--- config.mk ---
export PLATFORM = sky130hd
export DESIGN_NAME = gb_joypad
export DESIGN_NICKNAME = d
export VERILOG_FILES = /design/src/rtl/gb_joypad_pkg.sv /design/src/rtl/gb_joypad_debounce.sv /design/src/rtl/gb_joypad.sv
export SDC_FILE = /design/constraint.sdc
export NUM_CORES = 1
export LEC_CHECK = 0
export CORE_MARGIN = 1.5
export CORE_UTILIZATION = 48
export CTS_BUF_LIST = sky130_fd_sc_hd__clkbuf_8 sky130_fd_sc_hd__clkbuf_16
export DETAILED_ROUTE_END_ITERATION = 6
export PLACE_DENSITY_LB_ADDON = 0.05
export SLEW_MARGIN = 20
export SYNTH_ARGS = -nofsm -noshare
export SYNTH_HDL_FRONTEND = slang
export SYNTH_HIERARCHICAL = 1
export SYNTH_SLANG_ARGS = --single-unit
--- constraint.sdc ---
create_clock -name clock -period 2.1 [get_ports clock]
set_clock_uncertainty 0.15 [all_clocks]
set_input_delay 0.42 -clock clock [delete_from_list [all_inputs] [get_ports clock]]
set_output_delay 0.42 -clock clock [all_outputs]
set_load 0.01 [all_outputs]
--- src/rtl/gb_joypad_pkg.sv ---
// Shared constants for the Game Boy joypad block: register address,
// SNES bit positions and the nibble-mapping helpers.
package gb_joypad_pkg;

    localparam logic [15:0] JOYP_ADDR = 16'hFF00;

    localparam int SNES_B      = 0;
    localparam int SNES_Y      = 1;
    localparam int SNES_SELECT = 2;
    localparam int SNES_START  = 3;
    localparam int SNES_UP     = 4;
    localparam int SNES_DOWN   = 5;
    localparam int SNES_LEFT   = 6;
    localparam int SNES_RIGHT  = 7;
    localparam int SNES_A      = 8;
    localparam int SNES_X      = 9;
    localparam int SNES_L      = 10;
    localparam int SNES_R      = 11;

    // Bits 15:12 are all ones when a controller is actually attached.
    localparam logic [15:0] SNES_PRESENT_MASK = 16'hF000;

    // Active-low D-pad nibble {Down, Up, Left, Right}.
    function automatic logic [3:0] dpad_nib(input logic [11:0] s);
        return {s[SNES_DOWN], s[SNES_UP], s[SNES_LEFT], s[SNES_RIGHT]};
    endfunction

    // Active-low button nibble {Start, Select, B, A}.
    function automatic logic [3:0] btn_nib(input logic [11:0] s);
        return {s[SNES_START], s[SNES_SELECT], s[SNES_B], s[SNES_A]};
    endfunction

endpackage

--- src/rtl/gb_joypad_debounce.sv ---
// Vector debounce: the input must hold unchanged for CYCLES edges before
// it is copied to the output. Any change restarts the count.
module joy_debounce #(
    parameter int          WIDTH  = 12,
    parameter int unsigned CYCLES = 4096
) (
    input  logic             clock_i,
    input  logic             rst_i,
    input  logic [WIDTH-1:0] raw_i,
    output logic [WIDTH-1:0] stable_o
);

    localparam int           CW   = (CYCLES > 1) ? $clog2(CYCLES) : 1;
    localparam logic [CW-1:0] LAST = CW'(CYCLES - 1);

    logic [WIDTH-1:0] sample_q;
    logic [WIDTH-1:0] stable_q;
    logic [CW-1:0]    cnt_q;
    logic [CW-1:0]    cnt_d;
    logic             commit;

    // Restart on any change, otherwise count up and saturate at LAST;
    // commit only once the count has saturated on an unchanged sample.
    always_comb begin
        cnt_d  = cnt_q;
        commit = 1'b0;
        if (raw_i != sample_q) begin
            cnt_d = '0;
        end else if (cnt_q != LAST) begin
            cnt_d = cnt_q + 1'b1;
        end else begin
            commit = 1'b1;
        end
    end

    // Sample history, counter and committed vector.
    always_ff @(posedge clock_i or posedge rst_i) begin
        if (rst_i) begin
            sample_q <= '1;
            cnt_q    <= '0;
            stable_q <= '1;
        end else begin
            sample_q <= raw_i;
            cnt_q    <= cnt_d;
            if (commit) begin
                stable_q <= sample_q;
            end
        end
    end

    assign stable_o = stable_q;

endmodule

--- src/rtl/gb_joypad.sv ---
// P1/JOYP (0xFF00) register: debounced SNES input mapped onto the Game Boy
// matrix, joypad interrupt, wake flag and held-combo soft reset.
module gb_joypad
    import gb_joypad_pkg::*;
#(
    parameter logic [15:0] DEBOUNCE_CYCLES = 16'd4096,
    parameter logic [23:0] COMBO_CYCLES    = 24'd4_000_000
) (
    input  logic        clock,
    input  logic        rst,
    input  logic [15:0] addr_bus,
    input  logic [7:0]  data_in,
    input  logic        we,
    input  logic        re,
    input  logic [15:0] snes_buttons,
    output logic [7:0]  data_out,
    output logic        sel,
    output logic        irq_joypad,
    output logic        button_pressed,
    output logic        combo_reset
);

    localparam logic [23:0] COMBO_LAST = COMBO_CYCLES - 24'd1;

    logic [11:0] raw_checked;
    logic [11:0] stable;
    logic [3:0]  dpad;
    logic [3:0]  btns;
    logic [3:0]  low_nib;
    logic        p14_q;
    logic        p15_q;
    logic [3:0]  prev_nib_q;
    logic        irq_q;
    logic        combo_hold;
    logic [23:0] combo_cnt_q;
    logic [23:0] combo_cnt_d;
    logic        combo_rst_q;
    logic        combo_rst_d;
    logic        unused_ok;

    assign sel = (addr_bus == JOYP_ADDR);

    // A missing or floating controller is treated as all buttons released.
    always_comb begin
        raw_checked = 12'hFFF;
        if ((snes_buttons & SNES_PRESENT_MASK) == SNES_PRESENT_MASK) begin
            raw_checked = snes_buttons[11:0];
        end
    end

    joy_debounce #(
        .WIDTH  (12),
        .CYCLES (32'(DEBOUNCE_CYCLES))
    ) u_debounce (
        .clock_i  (clock),
        .rst_i    (rst),
        .raw_i    (raw_checked),
        .stable_o (stable)
    );

    assign dpad    = dpad_nib(stable);
    assign btns    = btn_nib(stable);
    assign low_nib = (p14_q ? 4'hF : dpad) & (p15_q ? 4'hF : btns);

    assign data_out       = sel ? {2'b11, p15_q, p14_q, low_nib} : 8'hFF;
    assign button_pressed = ~&{dpad, btns};
    assign irq_joypad     = irq_q;
    assign combo_reset    = combo_rst_q;

    // Line-select bits, written through the CPU port.
    always_ff @(posedge clock or posedge rst) begin
        if (rst) begin
            p14_q <= 1'b1;
            p15_q <= 1'b1;
        end else if (we && sel) begin
            p15_q <= data_in[5];
            p14_q <= data_in[4];
        end
    end

    // Interrupt on any 1->0 transition of the visible nibble, including
    // transitions caused by changing the line select.
    always_ff @(posedge clock or posedge rst) begin
        if (rst) begin
            prev_nib_q <= 4'hF;
            irq_q      <= 1'b0;
        end else begin
            prev_nib_q <= low_nib;
            irq_q      <= |(prev_nib_q & ~low_nib);
        end
    end

    // Start+Select+B+A all pressed means the whole button nibble is low.
    assign combo_hold = (btns == 4'h0);

    // Combo hold counter: saturates and raises the request, clears on release.
    always_comb begin
        combo_cnt_d = combo_cnt_q;
        combo_rst_d = combo_rst_q;
        if (!combo_hold) begin
            combo_cnt_d = '0;
            combo_rst_d = 1'b0;
        end else if (combo_cnt_q != COMBO_LAST) begin
            combo_cnt_d = combo_cnt_q + 24'd1;
        end else begin
            combo_rst_d = 1'b1;
        end
    end

    // Combo counter and request registers.
    always_ff @(posedge clock or posedge rst) begin
        if (rst) begin
            combo_cnt_q <= '0;
            combo_rst_q <= 1'b0;
        end else begin
            combo_cnt_q <= combo_cnt_d;
            combo_rst_q <= combo_rst_d;
        end
    end

    // Reads have no side effects, and X/Y/L/R have no Game Boy equivalent.
    assign unused_ok = &{1'b0, re, stable[SNES_X], stable[SNES_Y],
                         stable[SNES_L], stable[SNES_R]};

endmodule

After elaboration in Yosys (flattened, before gate mapping) --
Cells that the tools add are included.
Word-level totals: flip-flop bits (word level) 65, logic and storage cells 39
Operators by class: multiplexer cells 12, bitwise logic cells 3, equality and inequality tests 7, add/sub/neg operators 2, reduce and logical (&&, ||, !) cells 6
Operators by type and width (number):
- $mux W24 | 2
- $mux W12 | 3
- $add A24 B1 Y24 const B | 1
- $ne A24 B22 Y1 const B | 1
- $eq A16 B16 Y1 const B | 1
- $add A12 B1 Y12 const B | 1
- $ne A12 B12 Y1 | 1
- $ne A12 B12 Y1 const B | 1
- $and A4 B4 Y4 | 2
- $mux W4 | 2
- $reduce_and A8 Y1 | 1
- $mux W6 | 1
- $eq A4 B4 Y1 const B | 1
- $logic_not A4 Y1 | 1
- $mux W1 | 4
- $not A4 Y4 | 1
- $reduce_or A4 Y1 | 1
- $ne A2 B1 Y1 const B | 1
- $ne A2 B2 Y1 const B | 1
- $reduce_bool A2 Y1 | 1
- $logic_and A1 B1 Y1 | 1
- $logic_not A1 Y1 | 1

Longest topological paths before layout --
depth in word-level cells 5, depth in mapped cells 8

Cells and area by module --
Netlist, hierarchy kept.
Modules (own cells, without submodules):
- gb_joypad | instances 1, cells an instance 197, sequential area each 808.3 µm², area an instance 1836.8 µm²
- joy_debounce | instances 1, cells an instance 117, sequential area each 930.9 µm², area an instance 1591.5 µm²

Least setup slack after synthesis --
No wires, ideal clock.
path type input-to-reg, start input port snes_buttons[14], end register u_debounce.stable_q[0] (netlist: u_debounce/stable_o[0]), library setup time 0.082 ns, cell stages on the path 8, arrival 2.157 ns, path slack -0.290 ns, cells stage by stage nand4_1 -> clkbuf_1 -> or2_2 -> xor2_1 -> nor4_1 -> nand4_2 -> buf_6 -> mux2_4
Between the ends: cells in the longest elaborated chain, start to end 4
RTL lines:
- start, declared | RTL line gb_joypad.sv:15 | input logic [15:0] snes_buttons,
- $eq A4 B4 Y1 | RTL line gb_joypad.sv:46 | if ((snes_buttons & SNES_PRESENT_MASK) == SNES_PRESENT_MASK) begin
- $mux W12 | RTL line gb_joypad.sv:46
- named net raw_checked[9] | RTL line gb_joypad.sv:25 | logic [11:0] raw_checked;
- $ne A12 B12 Y1 | RTL line gb_joypad_debounce.sv:27 | if (raw_i != sample_q) begin
- $mux W1 | RTL line gb_joypad_debounce.sv:27
- end signal, assigned | RTL line gb_joypad_debounce.sv:46 | stable_q <= sample_q;
- end, declared | RTL line gb_joypad_debounce.sv:17 | logic [WIDTH-1:0] stable_q;
The timed path passes the listed nets, and every way through them passes these cells. A chain may end at the register's enable or synchronous reset.

Final worst setup path --
start input port addr_bus[7], end output port data_out[3]
Between the ends: cells in the longest elaborated chain, start to end 2
RTL lines:
- start, declared | RTL line gb_joypad.sv:11 | input logic [15:0] addr_bus,
- $eq A16 B16 Y1 | RTL line gb_joypad.sv:41 | assign sel = (addr_bus == JOYP_ADDR);
- $mux W6 | RTL line gb_joypad.sv:65 | assign data_out = sel ? {2'b11, p15_q, p14_q, low_nib} : 8'hFF;
- end, declared | RTL line gb_joypad.sv:16 | output logic [7:0] data_out,
Every way passes these cells.

==> out/metrics.cfg <==
[placement]
placed_cell_area_um2 = 4105
numPortBuffers = 46
dp_hpwl_um = 5003
post-place-cells = 458
routabilityCongestion = 0.7829

[global_route]
grt_pass1_wl_um = 12220
grt_max_degree = 33
grt_pass1_vias = 2704
track_usage_pct = 21.23
overflow = 0
antenna_found_initial = 0

[routing]
avgRoutedWirePerCell_um = 14.72
viasPerCell = 5.541
dr.pass1.iters = 4
wirelength_um = 7184
drc = 0
drt_iter0_markers = 64
ant_nets = 0
via_count = 2704

[die]
fp.coreArea_um2 = 6459
die_h_um = 85.55
initial_core_util_pct = 50.64
die_area_um2 = 7318
rows = 29
ioPinCount = 56
die_w_um = 85.55

[layout]
multiInputGateArea_um2 = 1662
final_area_um2 = 4441
regArea_um2 = 1638
fillers = 513
postLayoutCoreUtil_pct = 68.75
diodes = 0
stdcell_count = 488
syn2layout_area_growth_pct = 35.77
nets = 452
drive_above_1_share_pct = 42.09

[worst_hold_path]
worstHoldPathType = primary input to asynchronous set/reset pin

[run_status]
violations = negative setup slack
status = complete, but fails checks

[pwr]
power_density_nw_per_um2 = 552.3
vdd_drop_max_uv = 575.0
fin_total_pwr_uw = 2453
clockPowerShare_pct = 41.0
p_sw_share_pct = 24.66
internal-power_uw = 1848
share_comb_of_total_power_pct = 7.1
seqPwrFrac_pct = 51.9
power_switching_uw = 604.7
power.leakage_uw = 0.001912

[flow_run]
maxCapViolCount = 0

[critical_path]
path_cells = buf_6, or4_4, nor4_4, buf_4, buf_6, nand2_2, buf_6
crit_family = simple AND/OR/NAND/NOR gates
max_stage_delay_ns = 0.53
critPathMaxFanout = 5
ff2ff_path_depth = 5
path_buf_inv = 4
crit_path_start_kind = primary input
cpMostUsedCell = buf_6
required_ns = 1.53
criticalPathCategory = primary input to output port
timing.rr.start = combo_cnt_q[17]$_DFFE_PP0P_
worst_path_max_delay_cell = or4_4
reg2reg_slack_ns = 0.05
r2r-end = combo_cnt_q[5]$_DFFE_PP0P_
critPathCaptureType = output port
critPathArrivalTime_ns = 1.74

[logic_synthesis]
synth_area_um2 = 3271
syn_avg_cell_area_um2 = 10.69
synthCells = 306
synth_warnings = 6

[sta]
rsz0062_at_grt = true
drv_slew = 0
fmaxAchievable_mhz = 433.2
setup_viol = 7
setup_slack_ns = -0.2081
hold_viol_final = 0
min_period_over_period_pct = 109.9
period_minus_slack_ns = 2.308

[clock_network]
cts-root-buf = clkbuf_8
cts_buffers = 9
clk_pin_slew_ns = 0.08
cts.path.max_buffers = 2
cts_sinks = 64
tritoncts = built
ctsHoldBuffers = 0
clock_latency_ns = 0.34
h-tree-depth = 3

[flip-flops by register name (all words and copies together) (netlist names)]
name                 count
prev_nib_q               4
p15_q                    1
u_debounce/stable_o      8
combo_reset              1
u_debounce/sample_q     12
p14_q                    1
u_debounce/cnt_q        12
irq_joypad               1
combo_cnt_q             24
[worst register-to-register path, cell delays in order, from the launching register on]
cell      delay (ns)
dfrtp_1         0.38
or4b_4          0.55
buf_6           0.13
nor4_4          0.34
mux2i_1         0.25
o211ai_1        0.12
[how the worst max path moves through the flow]
stage	start	endpoint	slack (ns)	cells past startpoint
after floorplan	snes_buttons[14]	u_debounce/stable_o[0]$_DFFE_PP1P_	-0.1	8
after global placement	addr_bus[2]	data_out[2]	-0.77	6
after detailed placement	addr_bus[2]	data_out[0]	-0.79	6
after CTS	addr_bus[6]	data_out[1]	-0.20	7
after global routing	addr_bus[7]	data_out[1]	-0.25	7
final	addr_bus[7]	data_out[3]	-0.21	7
[metal layers]
metal,share of wire [%],global-route usage [%],vias up
met1,43,25.37,1335
met3,2.7,6.064,10
met4,1.3,8.065,0
met2,53,36.36,38
li1,-,-,1321
met5,0,0,-
[layout make-up]
cell class | count | area share, %
multi-input combinational | 220 | 37.42
sequential | 64 | 36.88
timing repair buffer | 98 | 18.12
clock buffer | 10 | 3.353
tap | 77 | 2.170
inverter | 13 | 1.099
clock inverter | 6 | 0.9580
[timing repair]
item | CTS | global route
pin swaps | 11 | 11
resized for setup | 83 | 24
cloned | 1 | 0
endpoints found under the setup margin | 35 | 32
buffers inserted | 9 | 5
[power by group through the flow]
stage,registers (µW),logic (µW),clock network (µW)
6_report,1270,175,1010
5_1_grt,1280,198,1100
4_1_cts,1270,175,1040
3_5_place_dp,1290,185,0
3_3_place_gp,1290,181,0
2_1_floorplan,1290,88.0,0
[per-stage QoR]
step           hold slack, ns  setup WS, ns  TNS [ns]
2_1_floorplan          0.3587      -0.09935   -0.9651
3_3_place_gp           0.3502       -0.7651    -17.61
3_5_place_dp           0.3474       -0.7859    -18.83
4_1_cts                0.3644       -0.1971    -1.013
5_1_grt                0.4009       -0.2473    -1.868
6_report               0.3565       -0.2081    -1.043
[layout by cell type (no fill, tap or decap), drive strengths merged, types with 7 or more instances in the layout]
cell,count
buf,68
dfrtp,38
dfstp,26
nor2,19
a21oi,19
clkdlybuf4s50,18
nand2,17
or2,16
xor2,14
nand4,14
inv,13
nor4,13
nand3,12
clkbuf,12
or3,10
mux2,10
or4,9
o21ai,8
dlygate4sd2,8
nor3,8
xnor2,7
Power figures use the tool's default switching activity.
